`config.mk`:
```
export PLATFORM = sky130hd
export DESIGN_NAME = writeback_regfile
export DESIGN_NICKNAME = d
export VERILOG_FILES = /design/src/rtl/y86_pkg.sv /design/src/rtl/regfile_2w.sv /design/src/rtl/writeback_regfile.sv
export SDC_FILE = /design/constraint.sdc
export NUM_CORES = 2
export LEC_CHECK = 0
export BUFFER_PORTS_ARGS = -buffer_cell sky130_fd_sc_hd__buf_4
export CORE_AREA = 10 10 441 443
export DETAILED_ROUTE_END_ITERATION = 12
export DIE_AREA = 0 0 451 453
export PLACE_DENSITY_LB_ADDON = 0.2
export SYNTH_ARGS = -nofsm -noshare
export SYNTH_HDL_FRONTEND = slang
export SYNTH_SLANG_ARGS = --single-unit
```
`constraint.sdc`:
```
create_clock -name clk -period 38.2 [get_ports clk]
set_clock_uncertainty 0.1 [all_clocks]
set_input_delay 5.73 -clock clk [delete_from_list [all_inputs] [get_ports clk]]
set_output_delay 5.73 -clock clk [all_outputs]
set_load 0.05 [all_outputs]
```
`src/rtl/y86_pkg.sv`:
```
// Y86-64 constants shared by fetch, decode, execute and write-back:
// status codes, register ids and instruction codes.
package y86_pkg;

    localparam logic [3:0] STAT_AOK = 4'h1;
    localparam logic [3:0] STAT_HLT = 4'h2;
    localparam logic [3:0] STAT_ADR = 4'h3;
    localparam logic [3:0] STAT_INS = 4'h4;

    localparam logic [3:0] RRSP  = 4'h4;
    localparam logic [3:0] RNONE = 4'hF;

    localparam logic [3:0] IHALT   = 4'h0;
    localparam logic [3:0] INOP    = 4'h1;
    localparam logic [3:0] IRRMOVQ = 4'h2;
    localparam logic [3:0] IIRMOVQ = 4'h3;
    localparam logic [3:0] IRMMOVQ = 4'h4;
    localparam logic [3:0] IMRMOVQ = 4'h5;
    localparam logic [3:0] IOPQ    = 4'h6;
    localparam logic [3:0] IJXX    = 4'h7;
    localparam logic [3:0] ICALL   = 4'h8;
    localparam logic [3:0] IRET    = 4'h9;
    localparam logic [3:0] IPUSHQ  = 4'hA;
    localparam logic [3:0] IPOPQ   = 4'hB;

    // Status latched when a non-AOK instruction retires; undefined codes count as INS.
    function automatic logic [3:0] fault_stat(input logic [3:0] s);
        if (s == STAT_HLT || s == STAT_ADR || s == STAT_INS)
            return s;
        return STAT_INS;
    endfunction

endpackage

```
`src/rtl/regfile_2w.sv`:
```
// Register array with two write ports (E and M) sharing one enable.
// When both ports target the same register, port M wins (popq %rsp).
module regfile_2w
    import y86_pkg::*;
#(
    parameter int NREGS = 15,
    parameter int WIDTH = 64
) (
    input  logic                   clk,
    input  logic                   rst,
    input  logic                   we,
    input  logic [3:0]             dst_e,
    input  logic [WIDTH-1:0]       val_e,
    input  logic [3:0]             dst_m,
    input  logic [WIDTH-1:0]       val_m,
    output logic [NREGS*WIDTH-1:0] values
);

    genvar gi;
    generate
        for (gi = 0; gi < NREGS; gi++) begin : g_reg
            localparam logic [3:0] IDX = 4'(gi);
            logic [WIDTH-1:0] data_reg;

            // RNONE never matches since indices stop at NREGS-1.
            always_ff @(posedge clk or posedge rst) begin
                if (rst)
                    data_reg <= '0;
                else if (we && dst_m == IDX)
                    data_reg <= val_m;
                else if (we && dst_e == IDX)
                    data_reg <= val_e;
            end

            assign values[gi*WIDTH +: WIDTH] = data_reg;
        end
    endgenerate

endmodule

```
`src/rtl/writeback_regfile.sv`:
```
// Write-back stage: commits W results to the register file, tracks processor
// status and stops all commits once a non-AOK instruction retires.
module writeback_regfile
    import y86_pkg::*;
#(
    parameter int NREGS = 15,
    parameter int WIDTH = 64,
    parameter int CNT_W = 32
) (
    input  logic             clk,
    input  logic             rst,
    input  logic [3:0]       W_stat,
    input  logic [3:0]       W_icode,
    input  logic [3:0]       W_dstE,
    input  logic [WIDTH-1:0] W_valE,
    input  logic [3:0]       W_dstM,
    input  logic [WIDTH-1:0] W_valM,
    output logic [WIDTH-1:0] value0,
    output logic [WIDTH-1:0] value1,
    output logic [WIDTH-1:0] value2,
    output logic [WIDTH-1:0] value3,
    output logic [WIDTH-1:0] value4,
    output logic [WIDTH-1:0] value5,
    output logic [WIDTH-1:0] value6,
    output logic [WIDTH-1:0] value7,
    output logic [WIDTH-1:0] value8,
    output logic [WIDTH-1:0] value9,
    output logic [WIDTH-1:0] value10,
    output logic [WIDTH-1:0] value11,
    output logic [WIDTH-1:0] value12,
    output logic [WIDTH-1:0] value13,
    output logic [WIDTH-1:0] value14,
    output logic [3:0]       Stat,
    output logic             halted,
    output logic [CNT_W-1:0] retired_cnt
);

    localparam logic [0:0] ST_RUN     = 1'b0;
    localparam logic [0:0] ST_STOPPED = 1'b1;

    logic [0:0]             state_reg;
    logic [3:0]             stat_reg;
    logic [CNT_W-1:0]       cnt_reg;
    logic                   commit;
    logic [NREGS*WIDTH-1:0] values;

    assign commit = (state_reg == ST_RUN) && (W_stat == STAT_AOK);

    regfile_2w #(
        .NREGS(NREGS),
        .WIDTH(WIDTH)
    ) u_regs (
        .clk   (clk),
        .rst   (rst),
        .we    (commit),
        .dst_e (W_dstE),
        .val_e (W_valE),
        .dst_m (W_dstM),
        .val_m (W_valM),
        .values(values)
    );

    always_ff @(posedge clk or posedge rst) begin
        if (rst) begin
            state_reg <= ST_RUN;
            stat_reg  <= STAT_AOK;
            cnt_reg   <= '0;
        end else if (state_reg == ST_RUN) begin
            if (W_stat == STAT_AOK) begin
                // Bubbles are not real instructions; counter sticks at all-ones.
                if (W_icode != INOP && cnt_reg != '1)
                    cnt_reg <= cnt_reg + CNT_W'(1);
            end else begin
                stat_reg  <= fault_stat(W_stat);
                state_reg <= ST_STOPPED;
            end
        end
    end

    assign Stat        = stat_reg;
    assign halted      = (state_reg == ST_STOPPED);
    assign retired_cnt = cnt_reg;

    assign value0  = values[0*WIDTH  +: WIDTH];
    assign value1  = values[1*WIDTH  +: WIDTH];
    assign value2  = values[2*WIDTH  +: WIDTH];
    assign value3  = values[3*WIDTH  +: WIDTH];
    assign value4  = values[4*WIDTH  +: WIDTH];
    assign value5  = values[5*WIDTH  +: WIDTH];
    assign value6  = values[6*WIDTH  +: WIDTH];
    assign value7  = values[7*WIDTH  +: WIDTH];
    assign value8  = values[8*WIDTH  +: WIDTH];
    assign value9  = values[9*WIDTH  +: WIDTH];
    assign value10 = values[10*WIDTH +: WIDTH];
    assign value11 = values[11*WIDTH +: WIDTH];
    assign value12 = values[12*WIDTH +: WIDTH];
    assign value13 = values[13*WIDTH +: WIDTH];
    assign value14 = values[14*WIDTH +: WIDTH];

endmodule

```
; ---- After elaboration in Yosys (flattened, before gate mapping)
; Cells that the tools add are included.
[classes]
shift = 0
n_bitwise = 2
n_reduce_logical = 53
n_addsub = 1
n_div = 0
mux = 37
eq_ne = 34
multipliers = 0
n_lt_le_gt_ge = 0
[ops]
columns = operator, n
row1 = 64-bit two-way mux, 30
row2 = "4-bit equality test, second input constant", 14
row3 = "4-bit by 3-bit equality test with 1-bit output, second input constant", 9
row4 = "32-bit by 1-bit adder with 32-bit output, second input constant", 1
row5 = 1-bit logical AND, 32
row6 = "32-bit != test, second input constant", 1
row7 = 2-bit nonzero test, 15
row8 = "4-bit by 2-bit equality test with 1-bit output, second input constant", 6
row9 = "4-bit by 1-bit equality test with 1-bit output, second input constant", 3
row10 = 4-bit logical NOT, 2
row11 = 4-bit two-way mux, 2
row12 = 1-bit two-way mux, 5
row13 = "4-bit by 1-bit != test with 1-bit output, second input constant", 1
row14 = 3-bit AND reduction, 1
row15 = 1-bit logical OR, 2
row16 = 1-bit inverter, 2
row17 = 2-bit AND reduction, 1
[word_totals]
mem_bits_ro = 0
mem_count = 0
inputBits = 146
out_inout_bits = 997
latch_bits = 0
wordCells = 145
reg_bits = 997
ram_bits = 0

; ---- Longest topological paths before layout
[logic_depth]
ltp_word = 7
ltp_mapped = 9
depth_no_buf = 6

; ---- By module
; From an unflattened synthesis, not the netlist that was laid out.
[hier_totals]
cells_unflattened = 5855
hier_area_um2 = 50612.3
[modules_own_cells]
columns = module, cells_each, area_per_inst_um2, instances, seq_area_each_um2
row1 = regfile_2w, 5690, 48748.0, 1, 24023.0
row2 = writeback_regfile, 165, 1864.3, 1, 927.1

; ---- Least setup slack after synthesis
; No wires, ideal clock.
[synth_timing]
path_type = in2reg
start = input port W_stat[1]
end = register cnt_reg[23] (netlist: retired_cnt[23])
path_buffers = 2
stages = 7
required_ps = 37956
setup_slack_ps = 30253
arrival_time_ps = 7703
setup_time_ps = 144
cell_sequence = or4b_1 buf_2 or3_1 buf_6 a2111oi_4 nand4_1 xnor2_1
[synth_via]
elab_chain_len = 2
[synth_lines]
columns = item, line
row1 = from (decl), writeback_regfile.sv:12  ; input logic [3:0] W_stat,
row2 = 4-bit by 1-bit equality test with 1-bit output, writeback_regfile.sv:69  ; if (W_stat == STAT_AOK) begin
row3 = 3-bit AND reduction (no source line), n/a
row4 = to (signal assigned), writeback_regfile.sv:72  ; cnt_reg <= cnt_reg + CNT_W'(1);
row5 = to (decl), writeback_regfile.sv:43  ; logic [CNT_W-1:0] cnt_reg;
; Every way passes these cells.
; A chain may end at the register's enable or synchronous reset.

==> metrics.cfg <==
[clocking]
cts_tree = yes
clock_sinks = 997
clock_latency_ns = 0.77
htreeDepth = 3
cts_buffers = 120
clockBufferDepth = 3
ctsRootBufferMaster = clkbuf_16
cts-resized-gates = 0
postCtsSetupBuffers = 0
cts.clk_slew.worst_paths_ns = 0.06
cts_hold_buf = 0

[setup_path]
timing.rr.start = halted
cp.required_ns = 38.87
slowest_stage = buf_4
cpPeakStageDelay_ns = 0.86
timing.rr.end = u_regs.g_reg[12].data_reg[26]
end_kind = async pin
r2r_cells = 5
crit_buf_inv = 7
critPathKind = input port to async pin
crit_arrival_ns = 10.69
crit_fanout = 101
cp_common_cell = buf_4
regToRegSetupSlack_ns = 34.30
cp-start-kind = input port
path_delay_family = buffers and inverters
worstPathCellList = buf_4 -> inv_8 -> buf_4 -> buf_4 -> buf_4 -> buf_4 -> buf_4

[synth]
synth-seq-area-share_pct = 54.3
yosys_warnings = 0
ys.flop_type = dfrtp_1
synth_cell_type_count = 40
synthTopCellsByCount = dfrtp_1, mux2i_1, nand2_1
syn-instance-count = 4490
synth_seq_cells = 997
syn_area_per_cell_um2 = 10.2
yosys-top-cells-area = dfrtp_1, mux2i_1, o21ai_0, nand2_1, clkbuf_1
synth_top_area_share_pct = 54.3
synth-edff-count = 0
synth-async-reset-ratio_pct = 100
syn_nets = 4637
yosysTopAreaCell = dfrtp_1
yosysMostFrequentCell = dfrtp_1
netlist_area_um2 = 45900

[min_path]
min_from = Stat[3]
min_to = Stat[3]
hold_path.class = flop to flop
min_path_cells = 1

[timing]
hold_viol = 0
fin_crit_ns = 10.02
holdWs_ns = 0.402
finalSetupViolCount = 0
fmax_mhz = 99.8
worst_pin_slew_ns = 1.19
rsz0062_at_grt = false
slew_violations = 0
max_slew_margin_pct = 19.9
setup_tns_ns = 0
min_period_over_period_pct = 26.2

[grt]
first_global_vias = 37200
grt_max_degree = 102
grt_pass1_wl_mm = 322
track_usage_pct = 21.9
overflow = 0
grt_antenna_before_repair = 9

[power]
p_leak_nw = 30.7
ir_worst_vdd_uv = 31.3
power_density_nw_per_um2 = 40.0

[floorplan]
ioPinCount = 1143
die_h_um = 453
num_rows = 158
initial_core_util_pct = 24.8
die_area_um2 = 204000
die_w_um = 451
core_um2 = 185000

[detailed_routing]
drcViolationCount = 0
drt_iter0_drc = 2916
routed_wl_mm = 235
dr.pass1.iters = 6
vias = 38100
via_per_inst = 4.78
wire_per_inst_um = 29.4
ant_nets = 0

[place]
numPortBuffers = 1142
hpwl_mm = 161
placed_area_um2 = 56500
place.gp.congestion = 0.837

[job]
max_cap_violations = 0

[finish]
area_growth_pct = 32.2
stdcell_area_um2 = 60700
drive_gt1_share_pct = 26.5
largest_register_ff_count = 960
final_core_util_pct = 32.8
final_nets = 5528

[status]
run_status = complete, no violations

[cells in the final DEF, fill, tap and decap left out, types with 11 or more instances in the layout]
cell	n
buf_4	1211
dfrtp_1	996
mux2i_1	960
nand2_1	846
o21ai_0	816
nor2_1	138
a21oi_1	132
clkbuf_16	122
clkbuf_8	45
xnor2_1	26
clkbuf_1	19
clkinv_2	19
nand4_1	18
o21ai_1	16
nand3_1	16
bufinv_16	11
[routing by layer]
metal	wire length [um]	GRT usage, %	vias to the layer above	share of wire [%]
met2	114000	37.1	1384	49
met4	10500	8.68	2	4.5
li1	-	-	17200	-
met5	13	0	-	0.0055
met3	14300	5.06	297	6.1
met1	95400	26.7	19300	41
[kinds of logic after synthesis]
family,after synthesis,share of synthesized area [%]
compound gates,971,10.7
xor+xnor,30,0.572
fa+ha+maj,1,0.0272
buf+inv,445,4.09
flops,997,54.3
mux,961,20.9
simple gates,1085,9.35
[final cells by class]
cell class	instances	area, um^2
clock inverter	40	518
sequential	997	25000
fill	19100	124000
clock buffer	186	3740
multi-input combinational	3048	19300
inverter	3	18.8
timing repair buffer	1211	9090
tap	2480	3100
antenna	9	22.5
[where the power goes]
group          switching [mW]  internal [mW]  total [mW]
sequential            0.00318           1.06        1.06
clock                   0.497          0.744        1.24
combinational           0.101         0.0230       0.124
total                   0.602           1.83        2.43
[metrics by stage]
step,instances,setup slack [ns],total power [mW]
final,7974,28.18,2.43
after global routing,7971,27.45,2.50
after CTS,7965,27.90,2.46
after detailed placement,7739,27.06,1.21
after global placement,7739,27.01,1.21
after floorplan,4490,4.32,1.14
[worst max-delay path by stage]
| stage | from | end | slack, ns | depth (start not counted) |
|---|---|---|---|---|
| floorplan | rst | Stat[1] | 4.32 | 1 |
| global placement | rst | u_regs.g_reg[9].data_reg[33] | 27.01 | 7 |
| detailed placement | rst | u_regs.g_reg[13].data_reg[32] | 27.06 | 7 |
| CTS | rst | u_regs.g_reg[13].data_reg[30] | 27.90 | 7 |
| global route | rst | u_regs.g_reg[13].data_reg[33] | 27.45 | 7 |
| finish | rst | u_regs.g_reg[10].data_reg[31] | 28.18 | 7 |
No activity file was read; power rests on OpenSTA's default activity.
